### src/rtl/axi2apb_rd_pkg.sv
// ---------------------------------------------------------------------------
// axi2apb_rd_pkg
// Shared constants for the AXI read-data return path of the AXI-to-APB bridge.
//   RESP_*      : AXI RRESP encodings used by the bridge
//   *_DEF       : default widths/depth for axi2apb_rd and its R beat buffer
//   FFD_DELAY   : flop-to-output delay used by simulation benches when
//                 sampling outputs after an active clock edge
//   beatResp()  : RRESP selection for one captured APB read
// ---------------------------------------------------------------------------
package axi2apb_rd_pkg;

  localparam logic [1:0] RESP_OK     = 2'b00;
  localparam logic [1:0] RESP_SLVERR = 2'b10;
  localparam logic [1:0] RESP_DECERR = 2'b11;

  localparam int ID_BITS_DEF   = 4;
  localparam int DATA_BITS_DEF = 32;
  localparam int LEN_BITS_DEF  = 4;
  localparam int DEPTH_DEF     = 2;

  localparam int FFD_DELAY = 1;

  // A command that failed address decode reports SLVERR on every beat, even
  // if the APB side also flagged an error; otherwise an APB slave error is
  // reported to AXI as DECERR.
  function automatic logic [1:0] beatResp(input logic cmdErr, input logic slvErr);
    logic [1:0] resp;
    resp = RESP_OK;
    if (cmdErr) begin
      resp = RESP_SLVERR;
    end else if (slvErr) begin
      resp = RESP_DECERR;
    end
    return resp;
  endfunction

endpackage

### src/rtl/axi2apb_rd_rfifo.sv
// ---------------------------------------------------------------------------
// axi2apb_rfifo
// Generic synchronous FIFO used as the R beat buffer.
//   clk, reset : clock, synchronous active-high reset
//   i_push     : write i_wdata (ignored when full unless i_pop is also high)
//   i_pop      : discard head entry (ignored when empty)
//   i_wdata    : entry to write
//   o_rdata    : head entry (combinational from storage)
//   o_full     : count == DEPTH
//   o_empty    : count == 0
//   o_count    : number of stored entries, 0..DEPTH
// DEPTH must be a power of two so the pointers wrap naturally.
// ---------------------------------------------------------------------------
module axi2apb_rfifo #(
  parameter int WIDTH = 8,
  parameter int DEPTH = 2
) (
  input  logic                     clk,
  input  logic                     reset,
  input  logic                     i_push,
  input  logic                     i_pop,
  input  logic [WIDTH-1:0]         i_wdata,
  output logic [WIDTH-1:0]         o_rdata,
  output logic                     o_full,
  output logic                     o_empty,
  output logic [$clog2(DEPTH):0]   o_count
);

  localparam int PTR_W = $clog2(DEPTH);
  localparam int CNT_W = PTR_W + 1;

  logic [WIDTH-1:0] r_mem [DEPTH];
  logic [PTR_W-1:0] r_wrPtr;
  logic [PTR_W-1:0] r_rdPtr;
  logic [CNT_W-1:0] r_count;
  logic             w_wrEn;
  logic             w_rdEn;

  // A push into a full buffer is only accepted when the head is popped in the
  // same cycle; the write then lands in the slot being freed.
  assign w_wrEn  = i_push & (~o_full | i_pop);
  assign w_rdEn  = i_pop & ~o_empty;

  assign o_full  = (r_count == CNT_W'(DEPTH));
  assign o_empty = (r_count == '0);
  assign o_count = r_count;
  assign o_rdata = r_mem[r_rdPtr];

  // Storage is deliberately not reset: entries are only observed while the
  // count says they are valid.
  always_ff @(posedge clk) begin
    if (w_wrEn) begin
      r_mem[r_wrPtr] <= i_wdata;
    end
  end

  // Pointers and occupancy; simultaneous write and read leaves the count alone.
  always_ff @(posedge clk) begin
    if (reset) begin
      r_wrPtr <= '0;
      r_rdPtr <= '0;
      r_count <= '0;
    end else begin
      if (w_wrEn) begin
        r_wrPtr <= r_wrPtr + PTR_W'(1);
      end
      if (w_rdEn) begin
        r_rdPtr <= r_rdPtr + PTR_W'(1);
      end
      case ({w_wrEn, w_rdEn})
        2'b10:   r_count <= r_count + CNT_W'(1);
        2'b01:   r_count <= r_count - CNT_W'(1);
        default: r_count <= r_count;
      endcase
    end
  end

endmodule

### src/rtl/axi2apb_rd.sv
// ---------------------------------------------------------------------------
// axi2apb_rd
// AXI read-data return path of the AXI-to-APB bridge. Each completed APB read
// becomes one AXI R beat, buffered so RREADY back-pressure never stalls APB.
//   clk, reset        : clock, synchronous active-high reset
//   cmd_start         : 1-cycle pulse, new read command accepted by control
//   cmd_id, cmd_len   : ARID / ARLEN of the new command, valid on cmd_start
//   cmd_err           : command decode error, held for the whole command
//   rd_space          : buffer can take one more beat (gates new APB reads)
//   finish_rd         : last beat of the burst accepted on R
//   psel, penable, pwrite, pready, pslverr, prdata : APB master-side status
//   RID, RDATA, RRESP, RLAST, RVALID, RREADY       : AXI R channel
// ---------------------------------------------------------------------------
module axi2apb_rd
  import axi2apb_rd_pkg::*;
#(
  parameter int ID_BITS   = ID_BITS_DEF,
  parameter int DATA_BITS = DATA_BITS_DEF,
  parameter int LEN_BITS  = LEN_BITS_DEF,
  parameter int DEPTH     = DEPTH_DEF
) (
  input  logic                 clk,
  input  logic                 reset,
  input  logic                 cmd_start,
  input  logic [ID_BITS-1:0]   cmd_id,
  input  logic [LEN_BITS-1:0]  cmd_len,
  input  logic                 cmd_err,
  output logic                 rd_space,
  output logic                 finish_rd,
  input  logic                 psel,
  input  logic                 penable,
  input  logic                 pwrite,
  input  logic                 pready,
  input  logic                 pslverr,
  input  logic [DATA_BITS-1:0] prdata,
  output logic [ID_BITS-1:0]   RID,
  output logic [DATA_BITS-1:0] RDATA,
  output logic [1:0]           RRESP,
  output logic                 RLAST,
  output logic                 RVALID,
  input  logic                 RREADY
);

  localparam int ENTRY_W = ID_BITS + DATA_BITS + 2 + 1;
  localparam int CNT_W   = $clog2(DEPTH) + 1;

  logic [ID_BITS-1:0]   r_id;
  logic [LEN_BITS-1:0]  r_len;
  logic [LEN_BITS-1:0]  r_beatCnt;

  logic                 w_push;
  logic                 w_pop;
  logic                 w_full;
  logic                 w_empty;
  logic [CNT_W-1:0]     w_count;
  logic [ENTRY_W-1:0]   w_wrEntry;
  logic [ENTRY_W-1:0]   w_head;
  logic [ID_BITS-1:0]   w_headId;
  logic [DATA_BITS-1:0] w_headData;
  logic [1:0]           w_headResp;
  logic                 w_headLast;
  logic [DATA_BITS-1:0] w_beatData;
  logic                 w_beatLast;

  assign w_push = psel & penable & ~pwrite & pready;
  assign w_pop  = RVALID & RREADY;

  // Beat formatting uses the currently latched command, so a push coincident
  // with cmd_start still belongs to the previous command.
  assign w_beatData = cmd_err ? '0 : prdata;
  assign w_beatLast = (r_beatCnt == r_len);
  assign w_wrEntry  = {r_id, w_beatData, beatResp(cmd_err, pslverr), w_beatLast};

  // Command latch and beat counter; cmd_start is applied after the increment
  // so it wins when both happen in the same cycle.
  always_ff @(posedge clk) begin
    if (reset) begin
      r_id      <= '0;
      r_len     <= '0;
      r_beatCnt <= '0;
    end else begin
      if (w_push) begin
        r_beatCnt <= r_beatCnt + LEN_BITS'(1);
      end
      if (cmd_start) begin
        r_id      <= cmd_id;
        r_len     <= cmd_len;
        r_beatCnt <= '0;
      end
    end
  end

  axi2apb_rfifo #(
    .WIDTH (ENTRY_W),
    .DEPTH (DEPTH)
  ) u_rfifo (
    .clk     (clk),
    .reset   (reset),
    .i_push  (w_push),
    .i_pop   (w_pop),
    .i_wdata (w_wrEntry),
    .o_rdata (w_head),
    .o_full  (w_full),
    .o_empty (w_empty),
    .o_count (w_count)
  );

  assign {w_headId, w_headData, w_headResp, w_headLast} = w_head;

  // R outputs come straight from the head entry and are held at zero while
  // the buffer is empty so stale storage never reaches the AXI side.
  assign RVALID    = ~w_empty;
  assign RID       = RVALID ? w_headId   : '0;
  assign RDATA     = RVALID ? w_headData : '0;
  assign RRESP     = RVALID ? w_headResp : RESP_OK;
  assign RLAST     = RVALID ? w_headLast : 1'b0;
  assign finish_rd = RVALID & RREADY & RLAST;

  // Derived from the registered count only, so RREADY never feeds the APB
  // control path combinationally.
  assign rd_space = (w_count < CNT_W'(DEPTH));

  // Control must never start an APB read without space; a push into a full
  // buffer without a pop is dropped by the FIFO and flagged here.
  assert property (@(posedge clk) disable iff (reset) !(w_push && w_full && !w_pop));

endmodule
### config.mk
export PLATFORM = sky130hd
export DESIGN_NAME = axi2apb_rd
export DESIGN_NICKNAME = d
export VERILOG_FILES = /design/src/rtl/axi2apb_rd_pkg.sv /design/src/rtl/axi2apb_rd_rfifo.sv /design/src/rtl/axi2apb_rd.sv
export SDC_FILE = /design/constraint.sdc
export NUM_CORES = 1
export LEC_CHECK = 0
export CAP_MARGIN = 0
export CORE_MARGIN = 2
export CORE_UTILIZATION = 35
export CTS_CLUSTER_SIZE = 8
export DETAILED_ROUTE_END_ITERATION = 16
export SLEW_MARGIN = 20
export SYNTH_ARGS = -nofsm -noshare
export SYNTH_HDL_FRONTEND = slang
export SYNTH_HIERARCHICAL = 1
export SYNTH_SLANG_ARGS = --single-unit
### constraint.sdc
create_clock -name clk -period 7.45 [get_ports clk]
set_input_delay 1.49 -clock clk [delete_from_list [all_inputs] [get_ports clk]]
set_output_delay 1.49 -clock clk [all_outputs]
set_load 0.05 [all_outputs]
; ---- After elaboration in Yosys (flattened, before gate mapping)
; Memory sizes are Yosys's and may differ from the RTL's. A register that Yosys moved wholly into a read port is not among the register bits.
; Index checks and enable logic that the tools add are counted.
[word_totals]
mem_bits_rw = 78
in_bits = 50
mem_bits_ro = 0
wordCells = 43
regBits = 16
memories = 1
latch_bits = 0
[memory_table]
columns = name, depth, width, rd, rd_clocked_by_memory_dff, write_ports, line_no
row1 = u_rfifo.r_mem, 2, 39, 1, 1, 1, axi2apb_rd_rfifo.sv:32  ; logic [WIDTH-1:0] r_mem [DEPTH];
[op_classes]
n_mul = 0
n_mux = 12
n_bitwise = 11
shifts = 0
add_sub_neg = 5
div_mod_pow = 0
eq_ne = 4
n_lt_le_gt_ge = 1
n_reduce_logical = 3
[ops]
columns = cell, n
row1 = 32-bit two-way mux, 2
row2 = 1-bit bitwise AND, 7
row3 = 2-bit two-way mux, 3
row4 = 1-bit two-way mux, 5
row5 = 4-bit by 1-bit adder with 4-bit output (second input constant), 1
row6 = 2-bit == test (second input constant), 2
row7 = 4-bit == test, 1
row8 = 4-bit two-way mux, 1
row9 = 2-bit one-hot mux with 2 select lines, 1
row10 = 1-bit inverter, 3
row11 = 1-bit adder (second input constant), 2
row12 = 2-bit by 1-bit adder with 2-bit output (second input constant), 1
row13 = 2-bit by 1-bit == test with 1-bit output (second input constant), 1
row14 = 2-bit logical NOT, 1
row15 = 2-bit < comparator (second input constant), 1
row16 = 2-bit nonzero test, 1
row17 = 2-bit OR reduction, 1
row18 = 2-bit by 1-bit subtractor with 2-bit output (second input constant), 1
row19 = 1-bit bitwise OR, 1

; ---- Depth between registers and ports, before layout
[logic_depth]
word_depth = 7
ltp_mapped = 9
ltp_nobuf = 7

; ---- Cells and area by module
; The synthesis kept the hierarchy.
[modules_own_cells]
columns = mod, n_inst, seq_area_each_um2, cells_each, area_per_inst_um2
row1 = axi2apb_rfifo, 1, 2442.3, 148, 3056.7
row2 = axi2apb_rd, 1, 240.2, 135, 1022.2

; ---- Worst setup path after synthesis
; Ideal clock, no wire load.
[synth_timing]
path_kind = input port to flip-flop
from = input pwrite
to = memory u_rfifo/r_mem[0][0] (netlist bit) (enable)
t_arrival_ps = 3579
setup_slack_ps = 3436
path_stages = 4
path_cell_list = nand4b_4 -> inv_1 -> o31ai_4 -> nor2_1
[synth_between]
elab_chain_len = 6
[synth_lines]
columns = element, line_no
row1 = start: declaration, axi2apb_rd.sv:32  ; input logic pwrite,
row2 = 1-bit inverter, axi2apb_rd.sv:65  ; assign w_push = psel & penable & ~pwrite & pready;
row3 = 1-bit bitwise AND (2 in series), axi2apb_rd.sv:65
row4 = net w_push, axi2apb_rd.sv:51  ; logic w_push;
row5 = 1-bit bitwise AND, axi2apb_rd_rfifo.sv:41  ; assign w_wrEn = i_push & (~o_full | i_pop);
row6 = 1-bit two-way mux, axi2apb_rd_rfifo.sv:52  ; if (w_wrEn) begin
row7 = 1-bit two-way mux (implied by the code), axi2apb_rd_rfifo.sv:53  ; r_mem[r_wrPtr] <= i_wdata;
row8 = end: declaration, axi2apb_rd_rfifo.sv:32
; The timed path passes the listed nets, and every way through them passes these cells.

; ---- Worst setup path after layout
[layout_timing]
from = input RREADY
to = output finish_rd
[layout_between]
elab_chain_len = 2
[layout_lines]
columns = element, line_no
row1 = start: declaration, axi2apb_rd.sv:41  ; input logic RREADY
row2 = 1-bit bitwise AND (2 in series), axi2apb_rd.sv:117  ; assign finish_rd = RVALID & RREADY & RLAST;
row3 = end: declaration, axi2apb_rd.sv:29  ; output logic finish_rd,
; No other way between the ends.

==> impl_metrics.ini <==
[outcome]
status = complete, no violations

[timing]
grt_setup_unrepaired = no
finalHoldViolations = 0
fmax_mhz = 229.4
slew_headroom_pct = 30.08
fin_skew_ns = 0.006597
final.min_clock_period_ns = 4.360
maxSlewViolCount = 0
worstMarginPinSlew_ns = 1.046
fin_ws_ns = 3.090
finalSetupViolCount = 0
post-route-period-util_pct = 58.52
setup_tns_ns = 0

[floorplanning]
rows = 39
die_area_sq_um = 12520
start_util_pct = 35.84
pin_count = 92
die_height_um = 111.9
core_area_sq_um = 11370
die_w_um = 111.9

[cts]
clock-sinks = 95
htreeDepth = 3
ctsResizeCount = 0
cts_setup_buffers = 0
clkTransAtPathRegs_ns = 0.07
hold_buffers = 0
cts_root_buffer = clkbuf_16
cts_buffers = 9
cts_tree = yes
clockBufferDepth = 2
clock_latency_ns = 0.33

[logic_synthesis]
synth_fp_nets = 334
synthesis.area_sq_um = 4075
ys_warn_count = 6
syn_inst = 282
avgSynthCellArea_sq_um = 14.45

[grt]
grt_first_pass_wirelength_um = 12010
grt_max_degree = 42
top_usage_layer = met2
overflow = 0
grt_use_met1_pct = 15.79
antenna_found_initial = 0
grt_pass1_vias = 2427
grtUsageTotal_pct = 12.26
met2_usage_pct = 20.48
use_met3_pct = 2.776

[final_layout]
final_cells = 521
final_util_pct = 47.85
drive_above_1_share_pct = 17.46
finalNetCount = 425
diodes = 0
areaGrowthSynthToFinish_pct = 33.50
design_area_sq_um = 5440

[critical_path]
crit_start = RREADY
crit_path_max_incr_delay_ns = 0.79
rrSetupSlack_ns = 4.69
r2r-start = u_rfifo/o_count[0]$_SDFFE_PP0P_
path_buf_inv = 2
crit_fanout = 2
required_ns = 5.96
start_kind = input pin
crit_type = input pin to output pin
crit_cells = 3
reg2regPathDepth = 6
endpoint_kind = output pin
cp_common_cell = clkdlybuf4s50_1
cp_top_family = buffers and inverters
critPathSlowestCell = clkdlybuf4s50_1
crit_end = finish_rd
worstPathArrival_ns = 2.87
cp_cell_sequence = clkdlybuf4s50_1 > and2_1 > clkdlybuf4s50_1
reg2reg_to = u_rfifo/o_count[1]$_SDFFE_PP0P_

[min_path]
hold_class = register to register

[drt]
ant_nets = 0
drtIter0Drc = 99
via_per_inst = 4.578
vias = 2385
post_drt_wl_per_cell_um = 14.58
drc_errors = 0
wirelength_um = 7594
drt-pass1-iter-count = 4

[power]
p_leak_nw = 1.838
worst_ir_drop_vdd_mv = 0.1254
powerDensity_nw_per_um2 = 207.5

[placed_design]
placedCellCount = 505
placedInstanceArea_sq_um = 5142
place_congestion = 0.6893
dp_slack_ns = 3.099
dp_hpwl_um = 4806
io_buffers = 91

[run]
maxCapViolCount = 0
[routing by layer]
layer	routed length, um	vias to the layer above
li1	-	1165
met5	0	-
met3	346	9
met4	90	0
met1	3534	1148
met2	3622	63
[report_power, final]
| part | leakage, nW | internal (W) | switching [W] |
|---|---|---|---|
| Sequential | 0.857 | 0.000582 | 0.00000394 |
| Clock | 0.143 | 0.000262 | 0.000188 |
| Combinational | 0.837 | 0.0000462 | 0.0000466 |
| Total | 1.84 | 0.000890 | 0.000239 |
[sequential cells by signal, summed over array words and instances (netlist names), named ones only]
signal and count:
u_rfifo/r_mem 78, u_rfifo/r_rdPtr 1, u_rfifo/o_count 2, u_rfifo/r_wrPtr 1, r_beatCnt 4, r_len 4
r_id 4
[per-stage QoR]
step	power (W)	hold slack (ns)
6_report	0.001129	0.4657
5_1_grt	0.001174	0.4958
3_3_place_gp	0.0006904	0.4451
4_1_cts	0.001143	0.4695
3_5_place_dp	0.0006915	0.4478
2_1_floorplan	0.0006457	0.4249
[worst min path at each step]
stage                    startpoint                        endpoint  cells past startpoint
2_1_floorplan  r_id[0]$_SDFFE_PP0P_  u_rfifo/r_mem[0][35]$_DFFE_PP_                      0
3_3_place_gp   r_id[2]$_SDFFE_PP0P_  u_rfifo/r_mem[0][37]$_DFFE_PP_                      0
3_5_place_dp   r_id[0]$_SDFFE_PP0P_  u_rfifo/r_mem[1][35]$_DFFE_PP_                      0
4_1_cts        r_id[0]$_SDFFE_PP0P_  u_rfifo/r_mem[1][35]$_DFFE_PP_                      0
5_1_grt        r_id[0]$_SDFFE_PP0P_  u_rfifo/r_mem[1][35]$_DFFE_PP_                      0
6_report       r_id[0]$_SDFFE_PP0P_  u_rfifo/r_mem[1][35]$_DFFE_PP_                      0
[cell usage in the layout (no fill, tap or decap), types with 2 or more instances in the layout]
cell / instances
ha_1: 2
mux2_2: 38
inv_1: 5
dfxtp_1: 16
buf_4: 3
xor2_1: 5
clkbuf_16: 9
nor3_1: 2
or3_1: 3
xnor2_1: 3
edfxtp_1: 78
clkinv_4: 2
o21ai_0: 3
mux2i_1: 9
nor2_1: 14
clkdlybuf4s50_1: 91
nor2_4: 3
nor2b_1: 73
[final cells by class]
type                    instances  area (sq um)
fillers                      1012          5929
well taps                     143         178.9
inverters                       6         22.52
flip-flops and latches         95          2684
repair buffers                 94         933.4
multi-input cells             167          1324
clock inverters                 6         68.82
clock buffers                  10         229.0
[worst reg2reg max path, stage by stage (launching register included)]
cell and delay, ns:
dfxtp_1 0.40, nor2_4 0.82, nor2b_1 0.22, o31ai_4 0.42, ha_1 0.34, or3_1 0.35, a21oi_1 0.14
(Power assumes the default switching activity.)
